**config.mk**
```make
export PLATFORM = sky130hd
export DESIGN_NAME = rx_frame_decoder
export DESIGN_NICKNAME = d
export VERILOG_FILES = /design/src/rtl/rx_frame_decoder.sv
export SDC_FILE = /design/constraint.sdc
export NUM_CORES = 1
export LEC_CHECK = 0
export BUFFER_PORTS_ARGS = -buffer_cell sky130_fd_sc_hd__buf_2
export CELL_PAD_IN_SITES_DETAIL_PLACEMENT = 1
export CELL_PAD_IN_SITES_GLOBAL_PLACEMENT = 1
export CORE_ASPECT_RATIO = 1.75
export CORE_UTILIZATION = 44
export CTS_CLUSTER_SIZE = 16
export DETAILED_ROUTE_END_ITERATION = 10
export PLACE_DENSITY = 0.8
export SYNTH_ARGS = -nofsm -noshare
export SYNTH_HDL_FRONTEND = slang
export SYNTH_SLANG_ARGS = --single-unit
```
**constraint.sdc**
```tcl
create_clock -name clk -period 2.8 [get_ports clk]
set_input_delay 0.42 -clock clk [delete_from_list [all_inputs] [get_ports clk]]
set_output_delay 0.42 -clock clk [all_outputs]
set_load 0.01 [all_outputs]
```
**src/rtl/rx_frame_decoder.sv**
```systemverilog
// Decodes classified Miller sequences (X/Y/Z/ERROR) into SOC/EOC strobes, data bytes and error strobes.
// Every output is registered one clk after its seq_valid; a new seq is accepted every cycle, no backpressure.
module rx_frame_decoder #(
    parameter int MAX_BYTES = 16,
    parameter int BC_W      = $clog2(MAX_BYTES + 1)
) (
    input  logic            clk,
    input  logic            rst,
    input  logic            seq_valid,
    input  logic [1:0]      seq,
    input  logic            parity_en,
    input  logic [2:0]      rx_align,
    output logic            soc,
    output logic            eoc,
    output logic [7:0]      data,
    output logic [2:0]      data_bits,
    output logic            data_valid,
    output logic            parity_error,
    output logic            sequence_error,
    output logic            overflow_error,
    output logic [BC_W-1:0] byte_count,
    output logic            last_bit
);
    typedef enum logic [1:0] {ST_IDLE, ST_DATA, ST_PARITY, ST_ERR_WAIT} state_t;

    localparam logic [1:0]      SEQ_X   = 2'd0;
    localparam logic [1:0]      SEQ_Y   = 2'd1;
    localparam logic [1:0]      SEQ_Z   = 2'd2;
    localparam logic [1:0]      SEQ_ERR = 2'd3;
    localparam logic [BC_W-1:0] BC_MAX  = BC_W'(MAX_BYTES);

    state_t          state_q, state_d;
    logic            prev_q, prev_d;
    logic [2:0]      bit_pos_q, bit_pos_d;
    logic            got_bit_q, got_bit_d;
    logic [7:0]      byte_q, byte_d;
    logic            par_en_q, par_en_d;
    logic [7:0]      data_q, data_d;
    logic [2:0]      dbits_q, dbits_d;
    logic [BC_W-1:0] bcnt_q, bcnt_d;
    logic            last_q, last_d;
    logic            soc_q, soc_d, eoc_q, eoc_d, dv_q, dv_d;
    logic            perr_q, perr_d, serr_q, serr_d, oerr_q, oerr_d;

    logic            is_eoc;
    logic            bit_val;
    logic [7:0]      byte_ins;

    // Y after a logic 0 ends the frame; otherwise X is 1 and Z / Y-after-1 are 0.
    assign is_eoc  = (seq == SEQ_Y) && !prev_q;
    assign bit_val = (seq == SEQ_X);

    always_comb begin
        state_d   = state_q;
        prev_d    = prev_q;
        bit_pos_d = bit_pos_q;
        got_bit_d = got_bit_q;
        byte_d    = byte_q;
        par_en_d  = par_en_q;
        data_d    = data_q;
        dbits_d   = dbits_q;
        bcnt_d    = bcnt_q;
        last_d    = last_q;
        soc_d     = 1'b0;
        eoc_d     = 1'b0;
        dv_d      = 1'b0;
        perr_d    = 1'b0;
        serr_d    = 1'b0;
        oerr_d    = 1'b0;
        byte_ins  = byte_q;
        byte_ins[bit_pos_q] = bit_val;

        if (seq_valid) begin
            case (state_q)
                ST_IDLE: begin
                    if (seq == SEQ_Z) begin
                        soc_d     = 1'b1;
                        state_d   = ST_DATA;
                        prev_d    = 1'b0;
                        bit_pos_d = rx_align;
                        got_bit_d = 1'b0;
                        byte_d    = 8'h00;
                        bcnt_d    = '0;
                        par_en_d  = parity_en;
                    end
                end
                ST_DATA: begin
                    if (seq == SEQ_ERR) begin
                        serr_d  = 1'b1;
                        prev_d  = 1'b1;
                        state_d = ST_ERR_WAIT;
                    end else if (is_eoc) begin
                        eoc_d   = 1'b1;
                        state_d = ST_IDLE;
                        if (got_bit_q) begin
                            dv_d    = 1'b1;
                            data_d  = byte_q;
                            dbits_d = bit_pos_q;
                        end else if (bcnt_q == '0) begin
                            serr_d = 1'b1;
                        end
                    end else if (bcnt_q == BC_MAX) begin
                        oerr_d  = 1'b1;
                        prev_d  = bit_val;
                        state_d = ST_ERR_WAIT;
                    end else begin
                        prev_d    = bit_val;
                        last_d    = bit_val;
                        byte_d    = byte_ins;
                        got_bit_d = 1'b1;
                        bit_pos_d = bit_pos_q + 3'd1;
                        if (bit_pos_q == 3'd7) begin
                            if (par_en_q) begin
                                state_d = ST_PARITY;
                            end else begin
                                dv_d      = 1'b1;
                                data_d    = byte_ins;
                                dbits_d   = 3'd0;
                                bcnt_d    = bcnt_q + BC_W'(1);
                                byte_d    = 8'h00;
                                got_bit_d = 1'b0;
                            end
                        end
                    end
                end
                ST_PARITY: begin
                    if (seq == SEQ_ERR) begin
                        serr_d  = 1'b1;
                        prev_d  = 1'b1;
                        state_d = ST_ERR_WAIT;
                    end else if (is_eoc) begin
                        eoc_d   = 1'b1;
                        perr_d  = 1'b1;
                        state_d = ST_IDLE;
                    end else begin
                        prev_d = bit_val;
                        if (bit_val == ~^byte_q) begin
                            dv_d      = 1'b1;
                            data_d    = byte_q;
                            dbits_d   = 3'd0;
                            bcnt_d    = bcnt_q + BC_W'(1);
                            byte_d    = 8'h00;
                            got_bit_d = 1'b0;
                            bit_pos_d = 3'd0;
                            state_d   = ST_DATA;
                        end else begin
                            perr_d  = 1'b1;
                            state_d = ST_ERR_WAIT;
                        end
                    end
                end
                default: begin
                    // Only the logic level is tracked here so the real end of communication is found.
                    if (is_eoc) begin
                        eoc_d   = 1'b1;
                        dbits_d = 3'd0;
                        state_d = ST_IDLE;
                    end else begin
                        prev_d = (seq == SEQ_X) || (seq == SEQ_ERR);
                    end
                end
            endcase
        end
    end

    always_ff @(posedge clk or posedge rst) begin
        if (rst) begin
            state_q   <= ST_IDLE;
            prev_q    <= 1'b0;
            bit_pos_q <= 3'd0;
            got_bit_q <= 1'b0;
            byte_q    <= 8'h00;
            par_en_q  <= 1'b0;
            data_q    <= 8'h00;
            dbits_q   <= 3'd0;
            bcnt_q    <= '0;
            last_q    <= 1'b0;
            soc_q     <= 1'b0;
            eoc_q     <= 1'b0;
            dv_q      <= 1'b0;
            perr_q    <= 1'b0;
            serr_q    <= 1'b0;
            oerr_q    <= 1'b0;
        end else begin
            state_q   <= state_d;
            prev_q    <= prev_d;
            bit_pos_q <= bit_pos_d;
            got_bit_q <= got_bit_d;
            byte_q    <= byte_d;
            par_en_q  <= par_en_d;
            data_q    <= data_d;
            dbits_q   <= dbits_d;
            bcnt_q    <= bcnt_d;
            last_q    <= last_d;
            soc_q     <= soc_d;
            eoc_q     <= eoc_d;
            dv_q      <= dv_d;
            perr_q    <= perr_d;
            serr_q    <= serr_d;
            oerr_q    <= oerr_d;
        end
    end

    assign soc            = soc_q;
    assign eoc            = eoc_q;
    assign data           = data_q;
    assign data_bits      = dbits_q;
    assign data_valid     = dv_q;
    assign parity_error   = perr_q;
    assign sequence_error = serr_q;
    assign overflow_error = oerr_q;
    assign byte_count     = bcnt_q;
    assign last_bit       = last_q;

endmodule

```
==> results by group <==
Critical path
  • Critical-path cell list: inv_1 > ha_1 > nor4bb_1 > o31a_1 > or4_4 > o31a_1 > buf_4 > o21ai_0 > o21ai_1
  • Crit Path Max Fanout: 21
  • Most used cell along the critical path: o31a_1
  • Critical Path RT: 2.99 ns
  • Category of the most critical setup path: reg2reg
  • Nature of the critical path startpoint: flop
  • Slowest cell on crit path: or4_4
  • Slowest cell delay on critical path: 0.51 ns
  • Endpoint type of the worst setup path: flop
  • Arrival time at the worst endpoint: 2.63 ns

Drt
  • Number of design-rule violations left by the first detailed-router iteration: 56
  • Total wire length after detailed routing: 6.39 mm
  • Wire per inst: 18.7 um
  • DR vias/cell: 5.87
  • Residual antenna-violating net count after detailed routing: 0
  • Count of TritonRoute iterations in the first routing pass: 7
  • Residual DRC count: 1
  • Routed via count: 2003

Status
  • Outcome: complete, but fails checks
  • Failing checks: design-rule violations

Clock tree
  • Number of buffers on the longest clock path: 2
  • Post-CTS Setup Inserts: 0
  • CTS clock-pin slew for the worst setup and hold paths: 0.08 ns
  • TritonCTS clock tree: built
  • Number of gates given a new drive strength after cts: 0
  • Number of sinks driven by the clock tree: 39
  • Root Driver: clkbuf_8
  • Clock network latency to the later pin of the worst-skew pair: 0.30 ns
  • CTS H-tree lvls: 2
  • Hold bufs inserted after CTS: 0
  • Number of clock buffers inserted by TritonCTS: 5

Global routing
  • Global-route wire length before repair: 10.5 mm
  • GRT Total Usage: 24.3%
  • Number of global-route vias before repair: 2100
  • Pin count of the biggest net entering global routing: 40
  • Antenna violations before repair: 0
  • Grt total ovfl: 0

Timing
  • Setup repair after global routing missed its margin: no
  • Worst Clk Skew: 0.00905 ns
  • Max-slew violation total from the final report: 0
  • Hold violation count in the final report: 0
  • Final period utilization: 87.3%
  • Achievable clock frequency: 409 MHz
  • Slew headroom: 58.9%
  • Measured slew at the worst slew-check pin: 0.608 ns
  • Minimum clock period: 2.44 ns
  • Number of setup violations in the final report: 0
  • Sum of negative setup slack: 0 ns
  • Final worst slack: 0.356 ns

Finish
  • Diode count: 0
  • Fraction of final layout cells sized beyond drive strength 1: 25.9%
  • Area growth from synthesis to layout: 16.2%
  • Post-route design area: 2790 um^2
  • Most common library cell in the layout ignoring fill and taps: dfrtp_1
  • Number of nets in the final layout: 306
  • Commonest cells after routing, fill and taps aside: dfrtp_1, buf_2, nand2_1, o21ai_0, inv_1

Yosys
  • Synthesis warning total: 0
  • Count of flip-flops with a built-in enable after synthesis: 0
  • Flip-flop cell with the highest count after synthesis: dfrtp_1
  • Proportion of register bits with asynchronous set or reset after synthesis: 100%
  • Share of synthesized area occupied by flip-flops and latches: 40.7%
  • Number of distinct standard cells referenced by the synthesized netlist: 48
  • Average cell area after synthesis: 9.67 um^2
  • #FFs+latches synth: 39
  • Synthesized netlist net count: 269
  • Top cell type's share of synthesized area: 40.7%
  • Cell types occupying the most area after synthesis: dfrtp_1, ha_1, mux2_4
  • Post-Syn Instances: 248
  • Total standard cell area after synthesis: 2400 um^2
  • Dominant cell type by area after synthesis: dfrtp_1

Power and ir drop
  • Relative contribution of combinational cells to total power: 52.0%
  • Flop pwr share: 28.3%
  • Worst supply voltage drop on vdd: 0.479 mV
  • Pwr Density: 1040 nW/um^2
  • Switching power: 0.00125 W
  • Design internal power: 0.00164 W
  • Leakage power: 1.36 nW
  • Switching part of the total: 43.3%
  • Clock Power Share: 19.7%

Placement
  • PortBufs: 31
  • Final HPWL DP: 4.96 mm
  • Post-place instance area: 2650 um^2
  • RePlAce Congestion: 0.833
  • Placement Setup Slack: 0.270 ns

Floorplan
  • Total number of placement rows: 35
  • Overall die width: 57.8 um
  • Initial Util: 45.6%
  • I/O pin cnt: 32
  • Core area: 5260 um^2
  • Vertical extent of the die: 99.7 um
  • Die area: 5760 um^2

Flow run
  • Max Cap Viol: 0

Hold path
  • Worst Hold Class: in2async
-- flip-flops by register name, indices dropped and copies added, names as in the netlist, 2 cells and up --
register    cells
byte_count      5
data_bits       3
bit_pos_q       3
data            8
byte_q          8
state_q         2
-- logic make-up (layout without fill, tap and decap cells) --
kind of cell	count (synthesis)	count (layout)	share of synthesized area, %
buffers and inverters	27	65	4.49
adders and majority gates	12	12	6.26
DFF	39	39	40.7
xor gates and xnor gates	8	8	4.49
and+or+nand+nor	74	74	16.0
muxes	15	15	8.09
AOI/OAI and AO/OA	73	73	20.0
-- critical path: cells and delay by family, from the launching register on --
| kind | cells | cell delay (ns) |
|---|---|---|
| AOI/OAI and AO/OA | 4 | 0.73 |
| adders and majority gates | 1 | 0.23 |
| buffers and inverters | 2 | 0.28 |
| DFF | 1 | 0.42 |
| and+or+nand+nor | 2 | 0.68 |
-- final cells by class --
cell class / instances / area [um^2]
Sequential cell: 39 / 976
Clock inverter: 2 / 60.1
Clock buffer: 6 / 72.6
Timing Repair Buffer: 42 / 238
Inverter: 15 / 56.3
Fill cell: 621 / 2470
Tap cell: 55 / 68.8
Multi-Input combinational cell: 182 / 1320
-- power groups by stage --
stage                     Clock, W  Sequential [W]  Combinational [W]
after detailed placement         0        0.000829            0.00149
after floorplan                  0        0.000840            0.00104
after global placement           0        0.000821            0.00145
after global routing      0.000589        0.000836            0.00165
final                     0.000570        0.000817            0.00150
after CTS                 0.000574        0.000819            0.00151
-- synthesized netlist by cell type, drive strengths merged (2+ instances only) --
master and instances:
a21oi 15, a22o 4, and3 3, buf 6, clkbuf 6, dfrtp 39
ha 12, inv 15, mux2 11, mux2i 4, nand2 30, nand2b 5
nand3 8, nand3b 2, nor2 9, nor2b 2, nor3 4, nor4 3
o21ai 33, o22ai 2, o31a 2, o31ai 11, or3b 2, xnor2 5
xor2 2
-- metal layers --
| layer | up-vias | wire [um] | part of all wire, % | track usage [%] |
|---|---|---|---|---|
| met1 | 988 | 2350 | 37 | 24.8 |
| met3 | 21 | 132 | 2.1 | 3.64 |
| met2 | 40 | 3650 | 57 | 45.5 |
| met5 | - | 0 | 0 | 0 |
| met4 | 0 | 257 | 4.0 | 12.8 |
| li1 | 954 | - | - | - |
-- worst paths after layout --
path	endpoint	slack, ns	startpoint	cells after the start
max	byte_q[4]	0.36	byte_count[0]	9
min	data[6]	0.21	rst	3
max reg2reg	byte_q[4]	0.36	byte_count[0]	9
min reg2reg	data[3]	0.51	data[3]	1
max in group asynchronous	prev_q	2.23	rst	3
min in group clk	par_en_q	0.35	parity_en	2
-- per-stage QoR --
step | util [%] | power, W | hold slack (ns) | instances
6_report | 53.0 | 0.00289 | 0.215 | 341
3_3_place_gp | 50.5 | 0.00227 | 0.486 | 333
2_1_floorplan | - | 0.00188 | 0.472 | 248
3_5_place_dp | 50.5 | 0.00232 | 0.492 | 333
5_1_grt | 53.0 | 0.00307 | 0.287 | 341
4_1_cts | 53.0 | 0.00290 | 0.250 | 341
(Power assumes the default switching activity.)
